### src/rtl/logo_pkg.sv
// Shared constants and state encoding for the logo column scanner, ROM wrapper and bench.
package logo_pkg;

    localparam int ROWS      = 38;
    localparam int COLS      = 251;
    localparam int COL_IDX_W = 10;

    typedef enum logic [2:0] {
        ST_IDLE,
        ST_FETCH,
        ST_SHIFT,
        ST_LATCH,
        ST_HOLD
    } scan_state_e;

    // Counter width for a range of n values; never narrower than one bit.
    function automatic int cw(input int n);
        return (n > 1) ? $clog2(n) : 1;
    endfunction

endpackage

### src/rtl/sclk_tick.sv
// Phase timer: strobes on the last cycle of every SCLK_DIV-cycle phase while run is high.
module sclk_tick #(
    parameter int SCLK_DIV = 1
) (
    input  logic clk,
    input  logic rst_n,
    input  logic run,
    output logic tick
);
    import logo_pkg::*;

    localparam int CW = cw(SCLK_DIV);

    logic [CW-1:0] cnt_q, cnt_d;

    // Holding the counter preloaded while idle makes the first phase exactly SCLK_DIV long.
    always_comb begin
        tick  = run && (cnt_q == '0);
        cnt_d = cnt_q;
        if (!run || cnt_q == '0) begin
            cnt_d = CW'(SCLK_DIV - 1);
        end else begin
            cnt_d = cnt_q - 1'b1;
        end
    end

    always_ff @(posedge clk or negedge rst_n) begin
        if (!rst_n) begin
            cnt_q <= '0;
        end else begin
            cnt_q <= cnt_d;
        end
    end

endmodule

### src/rtl/logo_column_scanner.sv
// Walks the logo ROM column by column and shifts each 38-bit column out MSB first
// to a 74HC595-style chain, latching after every column.
module logo_column_scanner #(
    parameter int COLS        = logo_pkg::COLS,
    parameter int ROWS        = logo_pkg::ROWS,
    parameter int SCLK_DIV    = 1,
    parameter int HOLD_CYCLES = 2
) (
    input  logic            clk,
    input  logic            rst_n,
    input  logic            enable,
    output logic [9:0]      col_idx,
    input  logic [ROWS-1:0] col_data,
    output logic            sr_data,
    output logic            sr_clk,
    output logic            sr_latch,
    output logic            frame_start,
    output logic            busy
);
    import logo_pkg::*;

    localparam int CIW = cw(COLS);
    localparam int BW  = cw(ROWS);
    localparam int HW  = cw(HOLD_CYCLES);

    scan_state_e     state_q, state_d;
    logic [CIW-1:0]  col_q, col_d;
    logic [ROWS-1:0] shreg_q, shreg_d;
    logic [BW-1:0]   bit_q, bit_d;
    logic [HW-1:0]   hold_q, hold_d;
    logic            phase_q, phase_d;
    logic            sr_data_q, sr_data_d;
    logic            sr_clk_q, sr_clk_d;
    logic            sr_latch_q, sr_latch_d;
    logic            frame_start_q, frame_start_d;
    logic            busy_q, busy_d;
    logic            tick;
    logic            do_adv;

    sclk_tick #(.SCLK_DIV(SCLK_DIV)) u_tick (
        .clk   (clk),
        .rst_n (rst_n),
        .run   (state_q == ST_SHIFT || state_q == ST_LATCH),
        .tick  (tick)
    );

    always_comb begin
        state_d = state_q;
        col_d   = col_q;
        shreg_d = shreg_q;
        bit_d   = bit_q;
        hold_d  = hold_q;
        phase_d = phase_q;
        do_adv  = 1'b0;

        case (state_q)
            ST_IDLE: begin
                col_d = '0;
                if (enable) state_d = ST_FETCH;
            end
            ST_FETCH: begin
                shreg_d = col_data;
                bit_d   = '0;
                phase_d = 1'b0;
                state_d = ST_SHIFT;
            end
            ST_SHIFT: begin
                if (tick) begin
                    if (!phase_q) begin
                        phase_d = 1'b1;
                    end else begin
                        shreg_d = shreg_q << 1;
                        phase_d = 1'b0;
                        if (bit_q == BW'(ROWS - 1)) state_d = ST_LATCH;
                        else                         bit_d   = bit_q + 1'b1;
                    end
                end
            end
            ST_LATCH: begin
                if (tick) begin
                    if (HOLD_CYCLES > 0) begin
                        state_d = ST_HOLD;
                        hold_d  = '0;
                    end else begin
                        do_adv = 1'b1;
                    end
                end
            end
            ST_HOLD: begin
                if (hold_q == HW'(HOLD_CYCLES - 1)) do_adv = 1'b1;
                else                                 hold_d = hold_q + 1'b1;
            end
            default: state_d = ST_IDLE;
        endcase

        // enable only matters here, so a dropped enable still finishes the column.
        if (do_adv) begin
            col_d = (col_q == CIW'(COLS - 1)) ? '0 : col_q + 1'b1;
            if (enable) begin
                state_d = ST_FETCH;
            end else begin
                state_d = ST_IDLE;
                col_d   = '0;
            end
        end

        // Pins are decoded from the next state so they register in step with it.
        sr_data_d     = (state_d == ST_SHIFT) && shreg_d[ROWS-1];
        sr_clk_d      = (state_d == ST_SHIFT) && phase_d;
        sr_latch_d    = (state_d == ST_LATCH);
        frame_start_d = (state_d == ST_FETCH) && (col_d == '0);
        busy_d        = (state_d != ST_IDLE);
    end

    always_ff @(posedge clk or negedge rst_n) begin
        if (!rst_n) begin
            state_q       <= ST_IDLE;
            col_q         <= '0;
            shreg_q       <= '0;
            bit_q         <= '0;
            hold_q        <= '0;
            phase_q       <= 1'b0;
            sr_data_q     <= 1'b0;
            sr_clk_q      <= 1'b0;
            sr_latch_q    <= 1'b0;
            frame_start_q <= 1'b0;
            busy_q        <= 1'b0;
        end else begin
            state_q       <= state_d;
            col_q         <= col_d;
            shreg_q       <= shreg_d;
            bit_q         <= bit_d;
            hold_q        <= hold_d;
            phase_q       <= phase_d;
            sr_data_q     <= sr_data_d;
            sr_clk_q      <= sr_clk_d;
            sr_latch_q    <= sr_latch_d;
            frame_start_q <= frame_start_d;
            busy_q        <= busy_d;
        end
    end

    assign col_idx     = COL_IDX_W'(col_q);
    assign sr_data     = sr_data_q;
    assign sr_clk      = sr_clk_q;
    assign sr_latch    = sr_latch_q;
    assign frame_start = frame_start_q;
    assign busy        = busy_q;

endmodule

### config.mk
export PLATFORM = sky130hd
export DESIGN_NAME = logo_column_scanner
export DESIGN_NICKNAME = d
export VERILOG_FILES = /design/src/rtl/logo_pkg.sv /design/src/rtl/sclk_tick.sv /design/src/rtl/logo_column_scanner.sv
export SDC_FILE = /design/constraint.sdc
export NUM_CORES = 1
export LEC_CHECK = 0
export BUFFER_PORTS_ARGS = -buffer_cell sky130_fd_sc_hd__buf_4
export CORE_MARGIN = 10
export CORE_UTILIZATION = 59
export CTS_CLUSTER_SIZE = 40
export DETAILED_ROUTE_END_ITERATION = 7
export PLACE_DENSITY = 0.94
export SETUP_SLACK_MARGIN = 0.3
export SYNTH_ARGS = -nofsm -noshare
export SYNTH_HDL_FRONTEND = slang
export SYNTH_SLANG_ARGS = --single-unit
### constraint.sdc
create_clock -name clk -period 2.8 [get_ports clk]
set_input_delay 0.7 -clock clk [delete_from_list [all_inputs] [get_ports clk]]
set_output_delay 0.7 -clock clk [all_outputs]
set_load 0.01 [all_outputs]
==> results of run 1 <==
## synth_stat cells, types with 2 or more instances
library cell,instances,share of area (%)
and3_1,3,0.63
xnor2_1,4,1.2
buf_2,8,1.3
a211oi_1,3,0.75
nor3_1,4,0.67
o21ai_1,2,0.33
a21o_1,3,0.75
mux2i_1,2,0.67
a31oi_1,2,0.42
clkbuf_1,4,0.50
o21a_1,2,0.50
a222oi_1,36,12
buf_6,4,1.5
inv_1,45,5.6
nor2b_1,2,0.42
nand3_1,6,1.0
dfrtp_1,63,53
nand2_1,15,1.9
xor2_1,2,0.58
a21oi_1,6,1.0
nor4_1,2,0.42
ha_1,4,1.7
nand2b_1,3,0.63
nor3_2,2,0.67
buf_4,4,1.0
nor2_1,15,1.9
o31ai_1,4,1.0
o21ai_0,12,2.0
## worst max path at each step
| stage | start | end | slack (ns) | depth (start not counted) |
|---|---|---|---|---|
| 2_1_floorplan | col_q[0]$_DFF_PN0_ | frame_start$_DFF_PN0_ | 1.17 | 7 |
| 3_3_place_gp | state_q[0]$_DFF_PN0_ | shreg_q[29]$_DFFE_PN0P_ | 0.86 | 5 |
| 3_5_place_dp | state_q[0]$_DFF_PN0_ | shreg_q[26]$_DFFE_PN0P_ | 0.75 | 5 |
| 4_1_cts | state_q[0]$_DFF_PN0_ | shreg_q[26]$_DFFE_PN0P_ | 0.74 | 5 |
| 5_1_grt | state_q[0]$_DFF_PN0_ | shreg_q[35]$_DFFE_PN0P_ | 0.59 | 5 |
| 6_report | state_q[0]$_DFF_PN0_ | shreg_q[34]$_DFFE_PN0P_ | 0.69 | 5 |
## cells by family after synthesis
logic type	after synthesis	share of synthesized area (%)
compound gates	77	21.3
buf+inv	66	10.1
flops	63	52.6
simple gates	61	11.8
xor+xnor	6	1.75
fa+ha+maj	4	1.67
mux	2	0.668
other cells	1	0.125
## worst max-delay path: cells and delay by family (launching register included)
kind / cells / cell delay (ns)
buffers and inverters: 2 / 0.41
AND/OR/NAND/NOR: 1 / 0.24
AO/OA/AOI/OAI: 2 / 0.79
flip-flops: 1 / 0.52
## sequential cells by signal, indices dropped and copies added, names as in the netlist
signal,cells
busy,1
shreg_q,38
phase_q,1
sr_clk,1
frame_start,1
hold_q,1
state_q,3
u_tick.cnt_q,1
col_q,8
bit_q,6
sr_data,1
sr_latch,1
## power by group
part	total [mW]	internal, mW	switching [mW]
combinational	0.741	0.367	0.374
sequential	1.42	1.20	0.219
clock	0.686	0.359	0.327
## layer usage
layer | part of all wire [%] | up-vias | routed length (microns) | global-route usage, %
li1 | - | 1119 | - | -
met1 | 40 | 1188 | 2880 | 19.6
met2 | 51 | 118 | 3630 | 28.3
met3 | 6.8 | 11 | 482 | 4.03
met4 | 1.7 | 0 | 119 | 7.05
met5 | 0 | - | 0 | 0
## stage by stage
stage	setup WS, ns	instance area, sq um	utilization [%]	power, mW	hold slack [ns]
after floorplan	1.17	3010	-	1.92	0.404
after global placement	0.857	3390	70.3	2.09	0.446
after detailed placement	0.751	3390	70.3	2.15	0.469
after CTS	0.738	3550	73.7	2.84	0.470
after global routing	0.586	3550	73.7	3.02	0.497
final	0.692	3550	73.7	2.84	0.433
## final cells by class
cell class	instances	area, sq um	share of cell area [%]
clock buffer	13	159	4.47
clock inverter	1	5.00	0.141
inverter	45	169	4.76
timing repair buffer	56	420	11.8
tap	67	83.8	2.36
sequential	63	1580	44.4
multi-input combinational	153	1140	32.0
==> run metrics, run 1 <==
most frequent cells in the layout=dfrtp_1 (63), buf_4 (56), inv_1 (45); Crit Path Max Fanout=30; Slowest cell on crit path=dfrtp_1; worst r2r src=state_q[0]$_DFF_PN0_; Fillers=342; core footprint=4820 sq um; post-layout minimum cycle time=about 2.1 ns; IO buf count=53; Placed Cells=~380; FFs w/ async S/R, synth=between 90% and 100%; status=finished, final reports clean; pwr dens=about 800 nW/um^2; Startpoint Class=register; Critical R2R Capture=shreg_q[34]$_DFFE_PN0P_; max_cap viols=0; clock latency on the worst-skew pair=~0.34 ns; total CTS buffers=9; RSZ-0062 raised after global routing=no; Worst EP required=around 3.0 ns; max-slew violation count=0; routed via count=approximately 2.4k; CTS root buf=clkbuf_8; Worst slew margin=between 40% and 50%; Max stage delay on crit path=about 0.52 ns; final wirelength=7.10 mm; crit share post-route=75.3%; worst vdd ir=~0.61 mV; critical path arrival=2.32 ns; Reg clk slew, reported paths=approximately 0.070 ns; clk_skew=~0.0045 ns; Remaining Overflow, GRT=0; CTS H-Tree Depth=3; drt first-iter violations=~330; largest net degree at the start of global routing=between 60 and 70; Final nets=between 300 and 400; commonest non-fill, non-tap cell in the layout=dfrtp_1; Starting Density=between 60% and 70%; GRT Total Usage=approximately 17%; Post-Synthesis Cell Area=between 2000 and 3000 sq um; yosys warns=0; RD Place Congestion=slightly above 0.9; row count=25; post-CTS sizing=0; HPWL after DPL=between 4 and 5 mm; global-route wire length before repair=11.4 mm; Distinct cells, synth=46; setup_tns=0 ns; Via density=between 6 and 7; Post-synth EDFFs=0; final non-filler cell total=about 400; Area growth syn-to-layout=18.4%; die area=8330 sq um; CTS Hold Bufs=0; setup bufs post-CTS=0; CTS tree=yes; Clock Tree Buf Depth=2; Syn Inst Count=between 200 and 300; TritonCTS Sinks=63; Die Ht=around 91 microns; CP endpoint kind=register; endpoints failing hold=0; Tightest Pin Transition=approximately 0.78 ns; R2R cell count=5; crit-path cells=nand4bb_1, a21o_1, buf_4, a222oi_1, inv_1; Routed Antenna Nets=0; vias in the first global route=approximately 2.4k; sequential element share of the synthesized area=a little over half; IO Pins=56; wire length per cell=17.8 microns; leakage power=1.90 nW; Achievable Freq=~0.47 GHz; Worst Setup Path Type=reg -> reg; Pre-antenna DRT Iters=7; initial antenna violation count=0; n_diodes=0; worst min-delay path class=in -> async; Setup-failing EPs final=0; DRC violations left=0; Die X=slightly above 90 microns; share of cells above drive strength 1=about a quarter; post-synthesis register bit count=63; Primary FF master, synth=dfrtp_1; r2r setup slk=around 0.69 ns; syn avg cell area=between 10 and 15 sq um
Note: power is estimated with default switching activity, not from simulation.
==> run 2, diff against run 1 <==
CORE_UTILIZATION = 50   (was 59)
PLACE_DENSITY = 0.86   (was 0.94)
clock period = 1.7 ns   (was 2.8 ns; I/O delays follow)
==> run metrics, run 2 (synthesis results as in run 1) <==
Worst EP required=approximately 1.9 ns; Final nets=426; drt first-iter violations=334; CP top delay family=compound AO/OA/AOI/OAI gates; Worst Setup Path Type=reg -> reg; wire length per cell=roughly 20 microns; crit share post-route=103%; CTS root buf=clkbuf_8; Worst Path Buf+Inv=2; Max stage delay on crit path=roughly 0.42 ns; Slowest cell on crit path=dfrtp_2; Pre-antenna DRT Iters=8; crit-path cells=nand4bb_1, a21o_4, buf_4, buf_4, a211oi_2, xnor2_1, nor2_1; Area growth syn-to-layout=47.2%; max reg flops=38; beginning of the worst hold path=col_data[25]; RSZ-0062 raised after global routing=yes; initial antenna violation count=0; Via density=~6; clock latency on the worst-skew pair=~0.35 ns; clk_skew=between 0.01 and 0.015 ns; final non-filler cell total=461; Most common cell on crit path=buf_4; total CTS buffers=9; Placed Cells=slightly above 400; commonest non-fill, non-tap cell in the layout=buf_4; die area=between 9000 and 10000 sq um; cell area after layout=approximately 4400 sq um; CTS H-Tree Depth=3; largest net degree at the start of global routing=31; most frequent cells in the layout=buf_4 (81), dfrtp_1 (57), inv_1 (44); n_diodes=0; post-layout minimum cycle time=approximately 1.7 ns; vias in the first global route=approximately 2.8k; WHS Endpoint=shreg_q[25]$_DFFE_PN0P_; Critical R2R Capture=bit_q[3]$_DFFE_PN0P_; Achievable Freq=approximately 0.57 GHz; Fillers=364; TritonCTS Sinks=63; max-slew violation count=0; max_cap viols=0; core footprint=5890 sq um; Most flops, register=shreg_q; Routed Antenna Nets=0; RD Place Congestion=0.841; Reg clk slew, reported paths=roughly 0.08 ns; Die X=approximately 97 microns; routed via count=approximately 2.8k; r2r setup slk=-0.05 ns; Starting Density=51.0%; worst vdd ir=0.683 mV; dpl ws=-0.0398 ns; GRT Total Usage=between 10% and 20%; row count=28; share of cells above drive strength 1=about 45%; Setup-failing EPs final=8; worst min-delay path class=in -> reg; Die Ht=between 90 and 100 microns; leakage power=approximately 2.3 nW; final worst slack=-0.0480 ns; pwr dens=between 1000 and 1500 nW/um^2; DRC violations left=3; IO buf count=53; Hold Crit Depth=3; setup_tns=-0.204 ns; HPWL after DPL=about 5.1 mm; Crit Path Max Fanout=5; CP endpoint kind=register; global-route wire length before repair=approximately 14 mm; failing checks=DRC, setup timing; R2R cell count=7; top flop regs=shreg_q x38, col_q x8, bit_q x6; Startpoint Class=register; IO Pins=56; final wirelength=9.35 mm; status=complete, but fails checks; critical path arrival=between 1.5 and 2 ns; Remaining Overflow, GRT=0; endpoints failing hold=0; placed cell areas=approximately 3600 sq um; worst r2r src=state_q[0]$_DFF_PN0_; Pwr Total=between 5 and 6 mW; Clock Tree Buf Depth=2; CTS tree=yes
## run 2: cell types whose count changed in the layout (fill, tap and decap cells not counted), sizes merged
| cell | change |
|---|---|
| bufinv | +1 |
| inv | +1 |
| buf | +51 |
| clkinv | +2 |
| dlygate4sd3 | +1 |
| clkbuf | -3 |
| clkinvlp | +2 |
## run 2: power breakdown
part | total, mW | switching [mW] | internal [mW]
sequential | 2.32 | 0.348 | 1.98
combinational | 1.88 | 0.876 | 1.00
clock | 1.29 | 0.616 | 0.678
## run 2: how the worst max path moves through the flow
stage	from	endpoint	slack, ns	cells after the start
after floorplan	col_q[3]$_DFF_PN0_	frame_start$_DFF_PN0_	0.11	6
after global placement	col_q[1]$_DFF_PN0_	frame_start$_DFF_PN0_	0.01	5
after detailed placement	state_q[1]$_DFF_PN0_	shreg_q[15]$_DFFE_PN0P_	-0.04	5
after CTS	state_q[0]$_DFF_PN0_	shreg_q[15]$_DFFE_PN0P_	0.05	5
after global routing	state_q[0]$_DFF_PN0_	shreg_q[1]$_DFFE_PN0P_	-0.14	6
final	state_q[0]$_DFF_PN0_	bit_q[3]$_DFFE_PN0P_	-0.05	7
## run 2: worst register-to-register path: cells and delay by family (launching register included)
family,cells,cell delay [ns]
compound gates,2,0.48
xor+xnor,1,0.17
buf+inv,2,0.29
flops,1,0.42
simple gates,2,0.26
## run 2: stage by stage
| step | util (%) | hold WS, ns |
|---|---|---|
| 4_1_cts | 71.1 | 0.300 |
| 3_5_place_dp | 61.1 | 0.362 |
| 2_1_floorplan | - | 0.129 |
| 3_3_place_gp | 61.1 | 0.366 |
| 5_1_grt | 75.0 | 0.319 |
| 6_report | 75.0 | 0.310 |
## run 2: layer usage
layer / vias to the layer above / global-route usage, % / wire [microns]
met5: - / 0 / 0
met1: 1374 / 20.9 / 3550
li1: 1234 / - / -
met2: 132 / 30.2 / 4810
met4: 0 / 5.82 / 274
met3: 31 / 4.41 / 721
## run 2: final cells by class
type | count | area (sq um) | share of cell area, %
Sequential cell | 63 | 1580 | 35.9
Multi-Input combinational cell | 153 | 1360 | 30.9
Tap cell | 75 | 93.8 | 2.13
Clock inverter | 7 | 72.6 | 1.64
Timing Repair Buffer | 109 | 1010 | 22.8
Inverter | 45 | 169 | 3.83
Clock buffer | 9 | 124 | 2.81
## run 2: what timing repair did
item | in CTS | in global routing
cloned | 2 | 1
pin swaps | 13 | 18
hold endpoints to repair | 8 | 0
buffers inserted | 21 | 11
hold buffers | 1 | 0
endpoints found under the setup margin | 62 | 63
gates resized for setup | 48 | 28
